$ cat src/rtl/forwarding_scoreboard.sv
// Forwarding-select and hazard unit with its own EXE..WB destination tracker.
// Optional stall counter output enabled by define FWD_STALL_COUNT_EN.
module forwarding_scoreboard #(
   parameter int unsigned ADDR_W  = 4,
   parameter int unsigned NUM_SRC = 2,
   parameter int unsigned DEPTH   = 2,
   parameter int unsigned SEL_W   = $clog2(DEPTH + 1)
) (
   input  logic                       clk,
   input  logic                       rst,
   input  logic                       forward_en_i,
   input  logic                       freeze_i,
   input  logic                       flush_i,
   input  logic                       id_valid_i,
   input  logic [NUM_SRC*ADDR_W-1:0]  id_src_i,
   input  logic [NUM_SRC-1:0]         id_src_used_i,
   input  logic                       id_wb_en_i,
   input  logic                       id_mem_read_i,
   input  logic [ADDR_W-1:0]          id_dst_i,
   output logic [NUM_SRC*SEL_W-1:0]   sel_src_o,
   output logic                       hazard_o
`ifdef FWD_STALL_COUNT_EN
   ,
   output logic [15:0]                stall_cycles_o
`endif
);

   logic [DEPTH:0]                valid_q, valid_d;
   logic [DEPTH:0]                wb_en_q, wb_en_d;
   logic [DEPTH:0][ADDR_W-1:0]    dst_q, dst_d;
   // mem_read only matters while the load sits in EXE, so older stages drop it
   logic                          mem_read_q, mem_read_d;
   logic [NUM_SRC*ADDR_W-1:0]     src_q, src_d;
   logic [NUM_SRC-1:0]            src_used_q, src_used_d;
   logic                          capture;

   // Operand selects: scan oldest to nearest so the nearest match overwrites.
   always_comb begin
      sel_src_o = '0;
      for (int unsigned i = 0; i < NUM_SRC; i++) begin
         if (forward_en_i && valid_q[0] && src_used_q[i]) begin
            for (int unsigned k = DEPTH; k >= 1; k--) begin
               if (valid_q[k] && wb_en_q[k] && (dst_q[k] == src_q[i*ADDR_W +: ADDR_W])) begin
                  sel_src_o[i*SEL_W +: SEL_W] = SEL_W'(k);
               end
            end
         end
      end
   end

   always_comb begin
      hazard_o = 1'b0;
      for (int unsigned i = 0; i < NUM_SRC; i++) begin
         if (id_valid_i && id_src_used_i[i]) begin
            if (forward_en_i) begin
               if (valid_q[0] && wb_en_q[0] && mem_read_q &&
                   (dst_q[0] == id_src_i[i*ADDR_W +: ADDR_W])) begin
                  hazard_o = 1'b1;
               end
            end else begin
               // WB stage is excluded: the register file writes before it reads
               for (int unsigned k = 0; k < DEPTH; k++) begin
                  if (valid_q[k] && wb_en_q[k] && (dst_q[k] == id_src_i[i*ADDR_W +: ADDR_W])) begin
                     hazard_o = 1'b1;
                  end
               end
            end
         end
      end
   end

   assign capture = id_valid_i & ~hazard_o & ~flush_i;

   always_comb begin
      valid_d    = valid_q;
      wb_en_d    = wb_en_q;
      dst_d      = dst_q;
      mem_read_d = mem_read_q;
      src_d      = src_q;
      src_used_d = src_used_q;
      if (!freeze_i) begin
         for (int unsigned k = 1; k <= DEPTH; k++) begin
            valid_d[k] = valid_q[k-1];
            wb_en_d[k] = wb_en_q[k-1];
            dst_d[k]   = dst_q[k-1];
         end
         valid_d[0] = capture;
         wb_en_d[0] = capture & id_wb_en_i;
         mem_read_d = capture & id_mem_read_i;
         dst_d[0]   = capture ? id_dst_i : '0;
         src_d      = capture ? id_src_i : '0;
         src_used_d = capture ? id_src_used_i : '0;
      end
   end

   always_ff @(posedge clk) begin
      if (rst) begin
         valid_q    <= '0;
         wb_en_q    <= '0;
         dst_q      <= '0;
         mem_read_q <= 1'b0;
         src_q      <= '0;
         src_used_q <= '0;
      end else begin
         valid_q    <= valid_d;
         wb_en_q    <= wb_en_d;
         dst_q      <= dst_d;
         mem_read_q <= mem_read_d;
         src_q      <= src_d;
         src_used_q <= src_used_d;
      end
   end

`ifdef FWD_STALL_COUNT_EN
   logic [15:0] stall_cnt_q, stall_cnt_d;

   always_comb begin
      stall_cnt_d = stall_cnt_q;
      if (hazard_o && !freeze_i && (stall_cnt_q != 16'hFFFF)) begin
         stall_cnt_d = stall_cnt_q + 16'd1;
      end
   end

   always_ff @(posedge clk) begin
      if (rst) begin
         stall_cnt_q <= '0;
      end else begin
         stall_cnt_q <= stall_cnt_d;
      end
   end

   assign stall_cycles_o = stall_cnt_q;
`endif

endmodule
$ cat config.mk
export PLATFORM = sky130hd
export DESIGN_NAME = forwarding_scoreboard
export DESIGN_NICKNAME = d
export VERILOG_FILES = /design/src/rtl/forwarding_scoreboard.sv
export SDC_FILE = /design/constraint.sdc
export NUM_CORES = 1
export LEC_CHECK = 0
export ABC_AREA = 1
export ABC_CLOCK_PERIOD_IN_PS = 1600
export BUFFER_PORTS_ARGS = -buffer_cell sky130_fd_sc_hd__clkbuf_2
export CAP_MARGIN = 20
export CELL_PAD_IN_SITES_DETAIL_PLACEMENT = 1
export CELL_PAD_IN_SITES_GLOBAL_PLACEMENT = 2
export CORE_MARGIN = 5
export CORE_UTILIZATION = 30
export CTS_CLUSTER_SIZE = 24
export DETAILED_ROUTE_END_ITERATION = 8
export PLACE_DENSITY = 0.74
export SLEW_MARGIN = 20
export SYNTH_ARGS = -nofsm -noshare
export SYNTH_HDL_FRONTEND = slang
export SYNTH_SLANG_ARGS = --single-unit
$ cat constraint.sdc
create_clock -name clk -period 1.6 [get_ports clk]
set_input_delay 0.16 -clock clk [delete_from_list [all_inputs] [get_ports clk]]
set_output_delay 0.16 -clock clk [all_outputs]
set_load 0.01 [all_outputs]
==> metrics.yaml, run 1 <==
synthesis:
  seq_total_area_yosys_pct: 34.5
  yosys_most_used_dff: "dfxtp_1"
  ys_types: 25
  average_size_of_a_mapped_cell_um2: 6.79
  synth_area_um2: 1680
  netlist_top_cells_count: "nand2_1, dfxtp_1, inv_1, nor2_1, nand3_1"
  postSynthNetCount: 270
  synth-edff-count: 0
  netlist_instances: 248
  post-synth-top-area-cell: "dfxtp_1"
  async_flop_share_pct: 0
  synth_top_cells_by_area: "dfxtp_1, nand2_1, inv_1"
  ys_seq_elements: 29
  yosys.cell_count.top_type: "nand2_1"
  synth_top_cell_area_share_pct: 34.5
  yosysWarningCount: 0
worst_setup_path:
  critical-path-top-delay-family: "simple AND/OR/NAND/NOR gates"
  worstSetupEndpointType: "output pin"
  data_required_time_at_the_worst_endpoint_ns: 1.44
  slowest_delay_ns: 0.37
  criticalPathCategory: "flop to output pin"
  ff2ff_path_depth: 12
  crit_end: "sel_src_o[1]"
  worst-path-stages: 5
  worst_r2r_endpoint: "src_q[3]$_SDFFE_PP0N_"
  setup.worst_path.start: "valid_q[0]$_SDFFE_PP0N_"
  critical_path_arrival_ns: 1.49
  path_buf_inv: 2
  regToRegStartpoint: "dst_q[4]$_SDFFE_PP0N_"
  crit_path_cell_trace: "buf_4 > nand3_1 > or3_1 > nor3_2 > buf_2"
  setup.worst_path.start_class: "flop"
  worst_path_max_delay_cell: "dfxtp_4"
  reg2reg_slack_ns: 0.03
  crit_path_max_fanout: 3
pwr:
  ir_worst_vdd_uv: 342
  p_leak_uw: 0.000936
  powerDensity_nw_per_um2: 774
place:
  gp_congestion: 0.743
  hpwlAfterDp_um: 4010
  io_buffers: 26
  numPlacedInstances: 344
  place_area_um2: 1910
sta:
  slew_headroom_pct: 47.8
  worst_setup_skew_after_layout_ns: 0.00326
  worst_max_slew_pin_slew_ns: 0.782
  fmaxAchievable_mhz: 604
  period_share_pct: 103
  grt_setup_unrepaired: "yes"
  hold_viol: 0
  layout_min_cycle_time_ns: 1.65
  final.setup.worst_slack_ns: -0.0547
  setup_tns_ns: -0.132
  finalMaxSlewViolations: 0
  report.final.setup_viol: 4
hold_path:
  min_path_type: "input port to flop"
  hold_start: "id_dst_i[0]"
  worstHoldPathCells: 3
floorplanning:
  die_w_um: 84.9
  die_area_um2: 7210
  rows: 27
  floorplan.initialDensity_pct: 30.7
  top_level_ports: 27
  fp.dieH_um: 84.9
  core_footprint_um2: 5470
routing:
  route.vias.total: 1730
  firstDrtPassIters: 4
  detail_route.iter0.violations: 54
  vias_per_cell: 4.82
  detail_route.wl_per_cell_um: 15.2
  routed_wirelength_um: 5450
  post_drt_antenna_nets: 0
  remaining_drc_errors: 0
run:
  cap_viol_max_count: 0
final_layout:
  layout.nets: 308
  num_antenna_cells: 0
  finalInstanceArea_um2: 2230
  post_route_cells_drive_above_1_share_pct: 38.3
  stdcell_count: 359
  area_delta_synth_final_pct: 32.3
clock_network:
  clk_transition_reported_paths_ns: 0.07
  tritoncts: "yes"
  cts_hold_buf: 0
  tritoncts.num_buffers: 5
  cts.htree.levels: 2
  max-clock-path-buffers: 2
  root_buffer: "clkbuf_8"
  tritoncts_num_sinks: 29
  worstSkewPairLatency_ns: 0.29
global_routing:
  first_global_vias: 1746
  antenna_found_initial: 0
  gr-usage-all-layers_pct: 16.0
  maximum_number_of_pins_on_one_net_before_global_route_repair: 32
  globalRoute.totalOverflow: 0
  grt_first_pass_wirelength_um: 8990
run_status:
  failed_checks: "negative setup slack"
  run_status: "complete, but fails checks"
-- cells by family after synthesis --
kind of cell,count (synthesis),synth area share (%)
AND/OR/NAND/NOR,136,36.4
AO/OA/AOI/OAI,36,14.5
buffers and inverters,36,8.85
flip-flops,29,34.5
XOR/XNOR,11,5.72
-- cell type report --
class	count	area, µm²
clock buffer	7	96.3
clock inverter	1	5.00
fill	712	3250
inverter	27	109
multi-input combinational	183	1070
sequential	29	612
tap	72	90.1
timing repair buffer	40	246
-- cells in the final DEF (no fill, tap or decap), drive strengths merged --
cell,count
or2,1
buf,19
clkbuf,28
a211oi,8
o21ai,1
xor2,1
a21oi,23
dfxtp,29
o22ai,2
nand2,78
nor2,25
nor4,3
inv,27
nor3,4
nand3,24
or3,1
o2111ai,2
xnor2,10
clkinv,1
-- state kept, by name, indices dropped and copies added, names as in the netlist --
register	count
dst_q	12
src_q	8
valid_q	3
wb_en_q	3
src_used_q	2
mem_read_q	1
-- what timing repair did --
action / CTS / global route
setup endpoints to repair: 12 / 22
hold endpoints to repair: 0 / 0
pin swaps: 5 / 8
gates resized for setup: 32 / 26
setup buffers: 6 / 1
-- tightest hold or removal path, stage by stage --
cell      delay (ns)
clkbuf_2        0.09
nand3_2         0.07
a21oi_2         0.04
-- where the power goes --
group	total, µW	switching (µW)	leakage (µW)	internal (µW)
Clock	699	310	0.0000542	389
Combinational	254	149	0.000637	105
Sequential	771	28.7	0.000244	742
-- per-layer routing --
layer	routed length (µm)	track usage (%)	vias to the layer above
met1	2640	21.4	822
li1	-	-	875
met2	2570	26.0	28
met3	188	4.17	5
met4	52	3.45	0
met5	0	0	-
-- worst min-delay path by stage --
stage                               to
2_1_floorplan    dst_q[0]$_SDFFE_PP0N_
3_3_place_gp   mem_read_q$_SDFFE_PP0N_
3_5_place_dp   mem_read_q$_SDFFE_PP0N_
4_1_cts          dst_q[0]$_SDFFE_PP0N_
5_1_grt          dst_q[3]$_SDFFE_PP0N_
6_report         dst_q[0]$_SDFFE_PP0N_
-- per-stage QoR --
stage	hold WS, ns	worst slack [ns]	total power, µW	utilization (%)
after floorplan	0.303	0.249	918	-
after global placement	0.407	-0.00678	1010	34.9
after detailed placement	0.413	-0.00629	1010	34.9
after CTS	0.100	-0.0730	1730	39.1
after global routing	0.100	-0.140	1810	40.7
final	0.101	-0.0547	1720	40.7
Power figures use the tool's default switching activity.
==> run 2: changes to the inputs <==
==> constraint.sdc (replaced) <==
create_clock -name clk -period 1.6 [get_ports clk]
set_input_delay 0.24 -clock clk [delete_from_list [all_inputs] [get_ports clk]]
set_output_delay 0.24 -clock clk [all_outputs]
set_load 0.01 [all_outputs]
==> run 2 against run 1 <==
The flow still finishes with violations (negative setup slack). Critical path depth unchanged. Core utilization increased by 0.37 points. Hold slack improved by 0.086 ns. Routed wire length increased by 0.51%. Register-to-register slack got worse by 0.02 ns. Cell count unchanged. First-iteration DRC count decreased by 11%. Clock skew increased by 0.0040 ns.
==> metrics.yaml, run 2 (synthesis results as in run 1) <==
final_layout:
  leading_cell_type_in_the_layout_fill_and_taps_excluded: "nand2_1"  # unchanged
  total_area_of_multi_input_combinational_cells_um2: 1070  # about the same
  area_delta_synth_final_pct: 33.5  # was 32.3%
  finalInstanceArea_um2: 2250  # was 2230 µm²
  final.fill_count: 715  # was 712
  stdcell_count: 359  # unchanged
  num_antenna_cells: 0  # unchanged
  final_cell_mix: "nand2_1, nor2_1, clkbuf_2"  # was nand2_1, clkbuf_2, nor2_1, inv_1, nand3_1
  post_route_cells_drive_above_1_share_pct: 41.5  # was 38.3%
  ff_latch_area_um2: 619  # was 612 µm²
  max_flop_register: "dst_q"  # unchanged
  layout.nets: 308  # unchanged
  max_ffs_per_register: 12  # unchanged
  largest_registers: "dst_q (12), src_q (8)"  # unchanged
hold_path:
  min_path_type: "input port to flop"  # unchanged
clock_network:
  tritoncts.num_buffers: 5  # unchanged
  max-clock-path-buffers: 2  # unchanged
  cts.htree.levels: 2  # unchanged
  clk_transition_reported_paths_ns: 0.07  # about the same
  worstSkewPairLatency_ns: 0.28  # was 0.29 ns
  root_buffer: "clkbuf_8"  # unchanged
  tritoncts_num_sinks: 29  # unchanged
  tritoncts: "yes"  # unchanged
routing:
  post_drt_antenna_nets: 0  # unchanged
  detail_route.wl_per_cell_um: 15.3  # was 15.2 µm
  firstDrtPassIters: 4  # unchanged
  vias_per_cell: 4.78  # was 4.82
  detail_route.iter0.violations: 48  # was 54
  route.vias.total: 1716  # was 1730
  remaining_drc_errors: 0  # unchanged
  routed_wirelength_um: 5480  # was 5450 µm
place:
  place_area_um2: 1940  # was 1910 µm²
  hpwlAfterDp_um: 4110  # was 4010 µm
  gp_congestion: 0.870  # was 0.743
  preCtsSetupSlack_ns: 0.0626  # was -0.00629 ns
  io_buffers: 26  # unchanged
  numPlacedInstances: 347  # was 344
floorplanning:
  rows: 27  # unchanged
  die_w_um: 84.9  # unchanged
  floorplan.initialDensity_pct: 30.7  # unchanged
  core_footprint_um2: 5470  # unchanged
  die_area_um2: 7210  # unchanged
  fp.dieH_um: 84.9  # unchanged
  top_level_ports: 27  # unchanged
worst_setup_path:
  criticalPathCategory: "flop to output pin"  # unchanged
  worstSetupEndpointType: "output pin"  # unchanged
  crit_path_max_fanout: 3  # unchanged
  critical_path_arrival_ns: 1.49  # about the same
  setup.worst_path.start_class: "flop"  # unchanged
  data_required_time_at_the_worst_endpoint_ns: 1.36  # was 1.44 ns
global_routing:
  grt_first_pass_wirelength_um: 9160  # was 8990 µm
  antenna_found_initial: 0  # unchanged
  globalRoute.totalOverflow: 0  # unchanged
  gr-usage-all-layers_pct: 16.0  # about the same
  first_global_vias: 1757  # was 1746
  maximum_number_of_pins_on_one_net_before_global_route_repair: 32  # unchanged
run_status:
  failed_checks: "negative setup slack"  # unchanged
  run_status: "complete, but fails checks"  # unchanged
sta:
  layout_min_cycle_time_ns: 1.73  # was 1.65 ns
  report.final.setup_viol: 4  # unchanged
  grt_setup_unrepaired: "yes"  # unchanged
  fin_worst_hold_slack_ns: 0.187  # was 0.101 ns
  finalMaxSlewViolations: 0  # unchanged
  fmaxAchievable_mhz: 578  # was 604 MHz
  worst_setup_skew_after_layout_ns: 0.00725  # was 0.00326 ns
  hold_viol: 0  # unchanged
  period_share_pct: 108  # was 103%
  final.setup.worst_slack_ns: -0.129  # was -0.0547 ns
  slew_headroom_pct: 49.5  # was 47.8%
  worst_max_slew_pin_slew_ns: 0.757  # was 0.782 ns
pwr:
  p_leak_uw: 0.000928  # was 0.000936 µW
  power.total_uw: 1620  # was 1720 µW
  powerDensity_nw_per_um2: 723  # was 774 nW/µm²
  ir_worst_vdd_uv: 367  # was 342 µV
run:
  cap_viol_max_count: 0  # unchanged
run 2: cell count changes in the layout (fill, tap and decap cells not counted), sizes merged:
| cell | change |
|---|---|
| clkinv | +1 |
| clkinvlp | +1 |
| clkbuf | -2 |
run 2: area by class of cell:
cell class	instances	area share, %
clock inverters	3	0.780
multi-input cells	183	47.8
inverters	27	4.62
well taps	72	4.01
repair buffers	40	12.1
clock buffers	5	3.06
flip-flops and latches	29	27.6
run 2: worst paths after layout:
check	startpoint	slack [ns]	depth (start not counted)	end
setup / recovery	valid_q[0]$_SDFFE_PP0N_	-0.13	5	sel_src_o[1]
hold reg to reg	wb_en_q[2]$_SDFFE_PP0N_	0.47	2	wb_en_q[2]$_SDFFE_PP0N_
setup reg to reg	dst_q[3]$_SDFFE_PP0N_	0.01	13	src_q[1]$_SDFFE_PP0N_
hold / removal	id_wb_en_i	0.19	3	wb_en_q[0]$_SDFFE_PP0N_
run 2: timing repair:
action,4_1_cts,5_1_grt
setup endpoints to repair,5,20
buffers inserted,2,2
resized for setup,34,33
pin swaps,6,10
hold buffers,0,0
cloned,0,0
run 2: routing by layer:
metal / GRT usage [%] / routed length, µm / vias to the layer above
met1: 21.9 / 2700 / 815
met5: 0 / 0 / -
met4: 5.47 / 59 / 0
met2: 25.0 / 2560 / 24
li1: - / - / 873
met3: 3.40 / 160 / 4
run 2: critical path, stage by stage (launching register included):
cell and delay, ns:
dfxtp_4 0.35, buf_4 0.11, nand3_2 0.08, or3_1 0.35, nor3_2 0.16, buf_2 0.15
run 2: power by group:
part / leakage [µW] / total [µW] / switching [µW] / internal, µW
sequential: 0.000246 / 769 / 28.0 / 741
clock: 0.0000439 / 593 / 294 / 299
combinational: 0.000637 / 261 / 157 / 104
total: 0.000928 / 1620 / 479 / 1150
run 2: stage by stage:
stage / TNS [ns] / util, %
2_1_floorplan: 0 / -
3_3_place_gp: 0 / 35.5
3_5_place_dp: 0 / 35.5
4_1_cts: -0.581 / 39.0
5_1_grt: -2.25 / 41.0
6_report: -0.317 / 41.0
==> run 3: changes to the inputs <==
SETUP_SLACK_MARGIN = 0.1   (was not set)
==> run 3 against run 2 <==
The run still ends with negative setup slack left. Final area is the same. Hold slack lost 0.0033 ns. First-iteration DRC count is the same. Power grew 0.11%. Via count shrank 0.41%. Routed wire length shrank 0.58%. Critical path type unchanged.
==> metrics.yaml, run 3 (synthesis results as in run 1) <==
place:
  hpwlAfterDp_um: 4110  # unchanged
  gp_congestion: 0.870  # unchanged
  preCtsSetupSlack_ns: 0.0626  # unchanged
  io_buffers: 26  # unchanged
run_status:
  run_status: "complete, but fails checks"  # unchanged
  failed_checks: "negative setup slack"  # unchanged
final_layout:
  max_flop_register: "dst_q"  # unchanged
  final_cell_mix: "nand2_1, nor2_1, clkbuf_2"  # unchanged
  leading_cell_type_in_the_layout_fill_and_taps_excluded: "nand2_1"  # unchanged
  layout.nets: 308  # unchanged
  largest_registers: "dst_q (12), src_q (8)"  # unchanged
  max_ffs_per_register: 12  # unchanged
  final.fill_count: 715  # unchanged
  post_route_cells_drive_above_1_share_pct: 41.5  # unchanged
  num_antenna_cells: 0  # unchanged
  area_delta_synth_final_pct: 33.5  # unchanged
sta:
  report.final.setup_viol: 4  # unchanged
  final.setup.worst_slack_ns: -0.128  # was -0.129 ns
  hold_viol: 0  # unchanged
  layout_min_cycle_time_ns: 1.73  # about the same
  finalMaxSlewViolations: 0  # unchanged
  worst_max_slew_pin_slew_ns: 0.753  # was 0.757 ns
  worst_setup_skew_after_layout_ns: 0.00745  # was 0.00725 ns
  period_share_pct: 108  # about the same
  grt_setup_unrepaired: "yes"  # unchanged
  fmaxAchievable_mhz: 579  # was 578 MHz
  slew_headroom_pct: 49.8  # was 49.5%
  setup_tns_ns: -0.325  # was -0.317 ns
clock_network:
  worstSkewPairLatency_ns: 0.28  # about the same
  tritoncts_num_sinks: 29  # unchanged
  root_buffer: "clkbuf_8"  # unchanged
  clk_transition_reported_paths_ns: 0.07  # about the same
  cts.htree.levels: 2  # unchanged
  tritoncts.num_buffers: 5  # unchanged
  cts_hold_buf: 0  # unchanged
  tritoncts: "yes"  # unchanged
  max-clock-path-buffers: 2  # unchanged
global_routing:
  first_global_vias: 1750  # was 1757
  maximum_number_of_pins_on_one_net_before_global_route_repair: 32  # unchanged
  gr-usage-all-layers_pct: 16.0  # unchanged
  globalRoute.totalOverflow: 0  # unchanged
  antenna_found_initial: 0  # unchanged
  grt_first_pass_wirelength_um: 9160  # about the same
pwr:
  sw_frac_of_total_pct: 29.6  # was 29.5%
  power.net_switching_uw: 481  # was 479 µW
  ir_worst_vdd_uv: 367  # about the same
  clock_power_share_pct: 36.7  # was 36.5%
  p_int_uw: 1150  # about the same
  power.sequential.fraction_pct: 47.3  # was 47.4%
  p_leak_uw: 0.000928  # unchanged
  powerDensity_nw_per_um2: 724  # was 723 nW/µm²
  comb_power_share_pct: 16.0  # was 16.1%
  power.total_uw: 1630  # was 1620 µW
routing:
  route.vias.total: 1709  # was 1716
  remaining_drc_errors: 0  # unchanged
  firstDrtPassIters: 5  # was 4
  detail_route.wl_per_cell_um: 15.2  # was 15.3 µm
  vias_per_cell: 4.76  # was 4.78
  routed_wirelength_um: 5450  # was 5480 µm
  post_drt_antenna_nets: 0  # unchanged
  detail_route.iter0.violations: 48  # unchanged
floorplanning:
  top_level_ports: 27  # unchanged
  rows: 27  # unchanged
  floorplan.initialDensity_pct: 30.7  # unchanged
  die_area_um2: 7210  # unchanged
  fp.dieH_um: 84.9  # unchanged
  core_footprint_um2: 5470  # unchanged
  die_w_um: 84.9  # unchanged
worst_setup_path:
  ff2ff_path_depth: 13  # unchanged
  crit_path_max_fanout: 3  # unchanged
  critical_path_arrival_ns: 1.49  # about the same
  crit_path_cell_trace: "buf_4 > nand3_2 > or3_1 > nor3_2 > buf_2"  # unchanged
  reg2reg_slack_ns: 0.01  # about the same
  slowest_delay_ns: 0.35  # about the same
  worst-path-stages: 5  # unchanged
  worstSetupEndpointType: "output pin"  # unchanged
  worst_r2r_endpoint: "src_q[1]$_SDFFE_PP0N_"  # unchanged
  data_required_time_at_the_worst_endpoint_ns: 1.36  # about the same
  setup.worst_path.start_class: "flop"  # unchanged
  path_buf_inv: 2  # unchanged
  criticalPathCategory: "flop to output pin"  # unchanged
  critical-path-top-delay-family: "simple AND/OR/NAND/NOR gates"  # unchanged
  regToRegStartpoint: "dst_q[3]$_SDFFE_PP0N_"  # unchanged
  worst_path_max_delay_cell: "dfxtp_4"  # unchanged
hold_path:
  worstHoldEndpoint: "wb_en_q[0]$_SDFFE_PP0N_"  # unchanged
  worstHoldPathCells: 3  # unchanged
  min_path_type: "input port to flop"  # unchanged
  hold_start: "id_wb_en_i"  # unchanged
run:
  cap_viol_max_count: 0  # unchanged
-- run 3: tightest hold or removal path: cells and delay by family --
family | cells | cell delay [ns]
and+or+nand+nor | 1 | 0.06
buffers and inverters | 1 | 0.08
AOI/OAI and AO/OA | 1 | 0.05
-- run 3: layer usage --
metal / track usage [%] / part of all wire [%] / routed length (µm) / up-vias
li1: - / - / - / 874
met1: 22.0 / 49 / 2670 / 802
met2: 24.9 / 46 / 2520 / 24
met3: 3.40 / 3.0 / 164 / 9
met4: 5.47 / 1.9 / 104 / 0
met5: 0 / 0 / 0 / -
-- run 3: worst max-delay path by stage --
stage,start,end,slack [ns]
2_1_floorplan,dst_q[6]$_SDFFE_PP0N_,hazard_o,0.17
3_3_place_gp,dst_q[6]$_SDFFE_PP0N_,sel_src_o[2],0.09
3_5_place_dp,valid_q[0]$_SDFFE_PP0N_,src_q[1]$_SDFFE_PP0N_,0.06
4_1_cts,dst_q[6]$_SDFFE_PP0N_,sel_src_o[2],-0.14
5_1_grt,valid_q[0]$_SDFFE_PP0N_,sel_src_o[1],-0.22
6_report,valid_q[0]$_SDFFE_PP0N_,sel_src_o[1],-0.13
-- run 3: power by group through the flow --
stage / clock [µW] / sequential, µW / combinational (µW)
detailed placement: 0 / 786 / 232
finish: 596 / 769 / 260
global placement: 0 / 786 / 230
CTS: 619 / 773 / 245
global route: 651 / 773 / 291
floorplan: 0 / 781 / 136
-- run 3: through the flow --
stage | area, µm² | util [%] | hold WS, ns | std cells
after global placement | 1940 | 35.5 | 0.455 | 347
after global routing | 2250 | 41.0 | 0.192 | 359
final | 2250 | 41.0 | 0.184 | 359
after CTS | 2130 | 39.0 | 0.178 | 357
after detailed placement | 1940 | 35.5 | 0.458 | 347
after floorplan | 1680 | - | 0.383 | 248
-- run 3: area by class of cell --
cell class | instances | area, µm² | area share [%]
Clock buffer | 5 | 68.8 | 3.06
Clock inverter | 3 | 17.5 | 0.780
Inverter | 27 | 104 | 4.62
Multi-Input combinational cell | 183 | 1070 | 47.8
Sequential cell | 29 | 619 | 27.6
Tap cell | 72 | 90.1 | 4.01
Timing Repair Buffer | 40 | 273 | 12.1
-- run 3: what timing repair did --
action / 4_1_cts / 5_1_grt
pin swaps: 6 / 10
hold endpoints to repair: 0 / 0
resized for setup: 34 / 33
setup buffers: 2 / 2
setup endpoints to repair: 20 / 22
